===== config.mk =====
export PLATFORM = sky130hd
export DESIGN_NAME = mem_check_master
export DESIGN_NICKNAME = d
export VERILOG_FILES = /design/src/rtl/mem_check_master.sv
export SDC_FILE = /design/constraint.sdc
export NUM_CORES = 1
export LEC_CHECK = 0
export BUFFER_PORTS_ARGS = -buffer_cell sky130_fd_sc_hd__buf_4
export CAP_MARGIN = 20
export CORE_ASPECT_RATIO = 0.9
export CORE_MARGIN = 10
export CORE_UTILIZATION = 61
export CTS_CLUSTER_DIAMETER = 40
export CTS_CLUSTER_SIZE = 8
export DETAILED_ROUTE_END_ITERATION = 12
export GPL_TIMING_DRIVEN = 0
export PLACE_DENSITY = 0.91
export SETUP_SLACK_MARGIN = 0.4
export SLEW_MARGIN = 30
export SYNTH_ARGS = -nofsm -noshare
export SYNTH_HDL_FRONTEND = slang
export SYNTH_SLANG_ARGS = --single-unit

===== constraint.sdc =====
create_clock -name clk -period 8.05 [get_ports clk]
set_clock_uncertainty 0.15 [all_clocks]
set_input_delay 0.805 -clock clk [delete_from_list [all_inputs] [get_ports clk]]
set_output_delay 0.805 -clock clk [all_outputs]
set_load 0.05 [all_outputs]

===== src/rtl/mem_check_master.sv =====
// mem_check_master
//   Fill-then-verify memory tester on an Avalon-MM master port. One pass
//   writes the pattern P(i) = seed + i to num_words consecutive 32-bit
//   words starting at base_addr. It then reads each word back in order,
//   compares it with the pattern and counts the mismatches.
//
//   Ports
//     clk, reset_n        clock, synchronous active-low reset
//     start               one-cycle request; accepted only in IDLE
//     base_addr           byte base of the region (bits [1:0] ignored)
//     num_words           number of words to test (0 = empty pass)
//     seed                pattern seed
//     busy                high while a pass is in progress
//     done                one-cycle pulse at the end of a pass
//     pass                last pass had no mismatch (valid from done on)
//     err_count           saturating mismatch count
//     first_err_addr      byte address of the first mismatch
//     avm_*               Avalon-MM master; one outstanding read at most
module mem_check_master #(
  parameter int DATA_W = 32,
  parameter int ADDR_W = 16,
  parameter int CNT_W  = 14
) (
  input  logic              clk,
  input  logic              reset_n,
  input  logic              start,
  input  logic [ADDR_W-1:0] base_addr,
  input  logic [CNT_W-1:0]  num_words,
  input  logic [31:0]       seed,
  output logic              busy,
  output logic              done,
  output logic              pass,
  output logic [15:0]       err_count,
  output logic [ADDR_W-1:0] first_err_addr,
  output logic [ADDR_W-1:0] avm_address,
  output logic [3:0]        avm_byteenable,
  output logic              avm_read,
  output logic              avm_write,
  output logic [DATA_W-1:0] avm_writedata,
  input  logic [DATA_W-1:0] avm_readdata,
  input  logic              avm_waitrequest,
  input  logic              avm_readdatavalid
);

  typedef enum logic [2:0] {IDLE, WRITE, RD_REQ, RD_WAIT, FIN} state_t;

  state_t            state;
  logic [ADDR_W-1:0] base_r;
  logic [CNT_W-1:0]  nw_r;
  logic [31:0]       seed_r;
  logic [CNT_W-1:0]  idx;

  logic              last;
  logic              rd_done;
  logic [DATA_W-1:0] exp_data;

  assign last     = (idx == nw_r - CNT_W'(1));
  assign exp_data = DATA_W'(seed_r + 32'(idx));
  // Read data is consumed in RD_WAIT, or in RD_REQ when it comes back in
  // the very cycle the read is accepted; anywhere else it is ignored.
  assign rd_done  = avm_readdatavalid &&
                    ((state == RD_WAIT) || (state == RD_REQ && !avm_waitrequest));

  always_ff @(posedge clk) begin
    if (!reset_n) begin
      state          <= IDLE;
      base_r         <= '0;
      nw_r           <= '0;
      seed_r         <= '0;
      idx            <= '0;
      busy           <= 1'b0;
      done           <= 1'b0;
      pass           <= 1'b0;
      err_count      <= '0;
      first_err_addr <= '0;
      avm_address    <= '0;
      avm_byteenable <= '0;
      avm_read       <= 1'b0;
      avm_write      <= 1'b0;
      avm_writedata  <= '0;
    end else begin
      done <= 1'b0;
      case (state)
        IDLE: begin
          if (start) begin
            base_r         <= {base_addr[ADDR_W-1:2], 2'b00};
            nw_r           <= num_words;
            seed_r         <= seed;
            idx            <= '0;
            err_count      <= '0;
            first_err_addr <= '0;
            pass           <= 1'b0;
            busy           <= 1'b1;
            if (num_words == '0) begin
              state <= FIN;
            end else begin
              // First write goes out registered in the next cycle.
              state          <= WRITE;
              avm_write      <= 1'b1;
              avm_address    <= {base_addr[ADDR_W-1:2], 2'b00};
              avm_writedata  <= DATA_W'(seed);
              avm_byteenable <= 4'hF;
            end
          end
        end
        WRITE: begin
          if (!avm_waitrequest) begin
            if (last) begin
              idx         <= '0;
              avm_write   <= 1'b0;
              avm_read    <= 1'b1;
              avm_address <= base_r;
              state       <= RD_REQ;
            end else begin
              idx           <= idx + CNT_W'(1);
              avm_address   <= avm_address + ADDR_W'(4);
              avm_writedata <= avm_writedata + DATA_W'(1);
            end
          end
        end
        RD_REQ: begin
          if (!avm_waitrequest) begin
            avm_read <= 1'b0;
            if (!avm_readdatavalid) state <= RD_WAIT;
          end
        end
        RD_WAIT: begin
        end
        FIN: begin
          done  <= 1'b1;
          pass  <= (err_count == '0);
          busy  <= 1'b0;
          state <= IDLE;
        end
        default: state <= IDLE;
      endcase

      // Compare and advance; overrides the RD_REQ/RD_WAIT defaults above.
      if (rd_done) begin
        if (avm_readdata != exp_data) begin
          if (err_count != 16'hFFFF) err_count <= err_count + 16'd1;
          // avm_address still holds the address of the word just read.
          if (err_count == '0) first_err_addr <= avm_address;
        end
        if (last) begin
          state <= FIN;
        end else begin
          idx         <= idx + CNT_W'(1);
          avm_address <= avm_address + ADDR_W'(4);
          avm_read    <= 1'b1;
          state       <= RD_REQ;
        end
      end
    end
  end

endmodule

# == After elaboration in Yosys (flattened, before gate mapping) ==
# Index checks and enable logic that the tools add are counted.
# word_totals
reg_bits,163
input_bits,99
out_inout_bits,89
wordCells,108
# op_classes
add_sub_neg,6
eq_ne,18
muxes,53
bitwise,1
n_reduce_logical,15
# op_table
operator,n
$mux 16,16
$mux 32,4
$mux 14,5
$pmux 32 s2,1
$add 32x1->32 const B,1
$add 32x14->32,1
$ne 32x32->1,1
$pmux 16 s2,1
$pmux 14 s2,1
$mux 3,8
$add 16x1->16 const B,1
$add 16x3->16 const B,1
$logic_not 16->1,1
$ne 16x16->1 const B,1
$ne 3x3->1 const B,5
$add 14x1->14 const B,1
$eq 14x14->1,1
$logic_not 14->1,1
$sub 14x1->14 const B,1
$mux 1,12
$ne 2x2->1 const B,6
$pmux 3 s4,1
$reduce_and 5->1,2
$pmux 1 s2,4
other kinds (12),16

# == Logic depth before layout (Yosys ltp) ==
# depth
word_depth,7
depth_mapped,15
depth_no_buf,12

# == Worst setup path after synthesis ==
# OpenSTA, ideal clock, no wires.
# synth_timing
path_kind,register to register
from,reg idx[0]
to,reg err_count[10]
setup_ns,0.116
arrival_ns,3.076
required_ns,7.784
setup_slack_ns,4.708
path_stages_with_launch,15
path_buffers,2
period_less_slack_ns,3.342
path_cell_list,dfxtp_1 -> ha_1 -> fa_1 -> nand3_1 -> nor3_1 -> o21bai_1 -> a21boi_0 -> xnor2_1 -> nand3_1 -> a2111oi_4 -> a31o_1 -> buf_6 -> buf_6 -> nor2_2 -> a41o_1
# synth_via
elab_chain_cells,4
# synth_rtl
item,line_no,rtl
start: declaration,51,logic [CNT_W-1:0] idx;
start signal: assignment,115,idx <= idx + CNT_W'(1);
start signal: assignment,148,idx <= idx + CNT_W'(1);
$add 32x14->32,58,assign exp_data = DATA_W'(seed_r + 32'(idx));
$ne 32x32->1,140,if (avm_readdata != exp_data) begin
$mux 16,140,
$mux 16,139,if (rd_done) begin
end signal: assignment,141,if (err_count != 16'hFFFF) err_count <= err_count + 16'd1;
end: declaration,33,"output logic [15:0] err_count,"
# Every way passes these cells.
# A chain may end at the register's enable or synchronous reset.

# == Worst setup path in the final report ==
# Same ends and word-level chain as after synthesis.

==> flow_metrics.tcl <==
set metrics [dict create \
    grt_pass1_wl_um 55700 \
    pwr-share-comb 0.189 \
    rows 43 \
    p_int_w 0.00154 \
    synth-edff-count 0 \
    grt_pass1_vias 10600 \
    fin_crit_ps 4220 \
    hp-class "reg2reg" \
    drv_cap 0 \
    cts_max_path_buffers 2 \
    cp-end-kind "register" \
    cp_max_fo 10 \
    vias 11100 \
    synth_cell_types 79 \
    synth_top_family_by_area "simple AND/OR/NAND/NOR gates" \
    dpl.hpwl_um 26600 \
    synthXorXnorAreaFrac 0.0666 \
    routedWlPerCell_um 20.9 \
    firstDrtPassIters 7 \
    ys_warn_count 0 \
    start_kind "register" \
    cts_buffers 17 \
    power-per-cell-area_nw_per_um2 183 \
    cts_max_level 4 \
    reg2regPathDepth 14 \
    final_cell_mix "nand2_1, buf_4, a21oi_1" \
    die-area_um2 21400 \
    syn-num-nets 1420 \
    totalWireLength_um 35900 \
    clock.fmax_mhz 237 \
    hold_depth 2 \
    ctsHoldBuffers 0 \
    drive_gt1_frac 0.177 \
    tns_ps 0 \
    syn_avg_cell_area_um2 7.49 \
    arrival_ps 4410 \
    status "complete, no violations" \
    ys_seq_elements 163 \
    core_um2 15500 \
    area_growth_pct 23.5 \
    via_per_inst 6.48 \
    numPortBuffers 184 \
    syn_area_um2 9730 \
    start_util 0.626 \
    worst_slew_pin_slew_ps 1020 \
    ctsResizeCount 0 \
    synthAdderAreaFrac 0.0278 \
    rsz0062_at_grt "no" \
    p_clk_frac 0.407 \
    antenna_found_initial 0 \
    p_sw_w 0.000662 \
    root_buffer "clkbuf_16" \
    required_ps 8240 \
    syn_inst 1300 \
    gp_congestion 0.973 \
    criticalPathCategory "reg2reg" \
    swShare 0.301 \
    drt-initial-drc-count 1272 \
    antenna_cells 0 \
    drc 0 \
    seqPwrFrac 0.404 \
    setup_viol 0 \
    grt_max_degree 17 \
    cts_setup_buffers 0 \
    synth.mux.area_fraction 0.00206 \
    final_hold_viol_count 0 \
    ys_seq_area_frac 0.335 \
    finalNetCount 1624 \
    ys_async_sr_fraction 0 \
    track_usage 0.315 \
    timing.final.crit_share 0.524 \
    timing.hold.ws_ps 307 \
    path_clk_slew_ps 70 \
    die_y_um 140 \
    relSlewSlack 0.310 \
    grt-ovfl-total 0 \
    die_w_um 153 \
    clock-sinks 163 \
    final_common_cell "nand2_1" \
    p_leak_nw 4.77 \
    synth-compound-area-share 0.251 \
    cts_tree "built" \
    io_pins 188 \
    maxSlewViolCount 0 \
    clock_latency_ps 440 \
    synth_simple_gate_area_share 0.269 \
    synth-main-ff-cell "dfxtp_1" \
    vdd_drop_max_mv 0.165 \
    ant_nets 0 \
]
worst max-delay path, cell delays in order, from the launching register on:
cell and delay [ps]:
dfxtp_1 410, ha_1 270, fa_1 430, nand3_1 140
nor3_1 80, o21bai_1 500, nand2_1 210, xnor2_1 210
nand4_1 130, nor4_2 640, a31o_1 330, buf_6 170
buf_6 160, nor2_2 60, a41o_1 230
power by group through the flow:
| stage | clock, W | combinational, W | sequential (W) |
|---|---|---|---|
| global route | 0.000921 | 0.000443 | 0.000892 |
| CTS | 0.000886 | 0.000408 | 0.000885 |
| detailed placement | 0 | 0.000403 | 0.000903 |
| finish | 0.000895 | 0.000416 | 0.000888 |
| floorplan | 0 | 0.000199 | 0.000953 |
| global placement | 0 | 0.000395 | 0.000902 |
routing by layer:
layer | part of all wire | track usage | wire [um]
met1 | 0.39 | 0.394 | 13900
met2 | 0.45 | 0.499 | 16200
met3 | 0.12 | 0.0770 | 4230
met4 | 0.044 | 0.150 | 1580
met5 | 0 | 0 | 0
path summary, 6_finish.rpt:
path / start / endpoint / slack [ps]
setup / recovery: idx[0] / err_count[10] / 3830
hold / removal: base_r[14] / base_r[14] / 310
setup reg to reg: idx[0] / err_count[10] / 3830
hold reg to reg: base_r[14] / base_r[14] / 310
synth_stat cells, types with 6 or more instances:
cell      number  area share
a22oi_1        6      0.0046
ha_1          20       0.026
a211oi_1      16       0.012
nor4_1        13      0.0084
nor2_1       114       0.044
nand2_1      200       0.077
inv_1         14      0.0054
nor2b_1        7      0.0045
o31ai_1        6      0.0046
a21o_1         7      0.0054
nand3b_1      10      0.0077
or2_2          6      0.0039
nand2b_1       8      0.0051
a21oi_1      182       0.094
clkbuf_1      66       0.025
and3_1        43       0.028
buf_2         12      0.0062
nand3_1       59       0.030
o22ai_1       10      0.0064
or3_1          7      0.0045
nand4_1       19       0.012
o211ai_1      27       0.021
nor3b_1        6      0.0046
xnor2_1       44       0.040
a31oi_1       18       0.012
nor3_1        25       0.013
o221a_2        7      0.0081
xor2_1        30       0.027
o21ai_0       52       0.027
dfxtp_1      163        0.34
through the flow:
stage / setup WS (ps) / util / std cells / power (W) / cell area, um^2
final: 3830 / 0.773 / 1719 / 0.00220 / 12000
after global routing: 3650 / 0.773 / 1719 / 0.00225 / 12000
after CTS: 3920 / 0.773 / 1719 / 0.00218 / 12000
after detailed placement: 3940 / 0.732 / 1687 / 0.00131 / 11400
after global placement: 3990 / 0.731 / 1686 / 0.00130 / 11400
after floorplan: 4710 / - / 1300 / 0.00115 / 9730
registers in the layout (all words and copies together), names as in the netlist, 3 cells and up:
signal          flops
err_count          16
state               3
avm_address        16
seed_r             32
idx                14
avm_writedata      32
nw_r               14
base_r             14
first_err_addr     16
logic make-up after synthesis:
logic type / count (synthesis)
AOI/OAI and AO/OA: 388
xor gates and xnor gates: 74
adders and majority gates: 21
buffers and inverters: 105
DFF: 163
muxes: 2
and+or+nand+nor: 547
area by class of cell:
type	count	area [um^2]
Buffer	90	409
Clock buffer	21	470
Clock inverter	11	174
Fill cell	1169	3530
Inverter	15	56.3
Multi-Input combinational cell	1032	6010
Sequential cell	163	3260
Tap cell	202	253
Timing Repair Buffer	185	1390
Power figures use the tool's default switching activity.
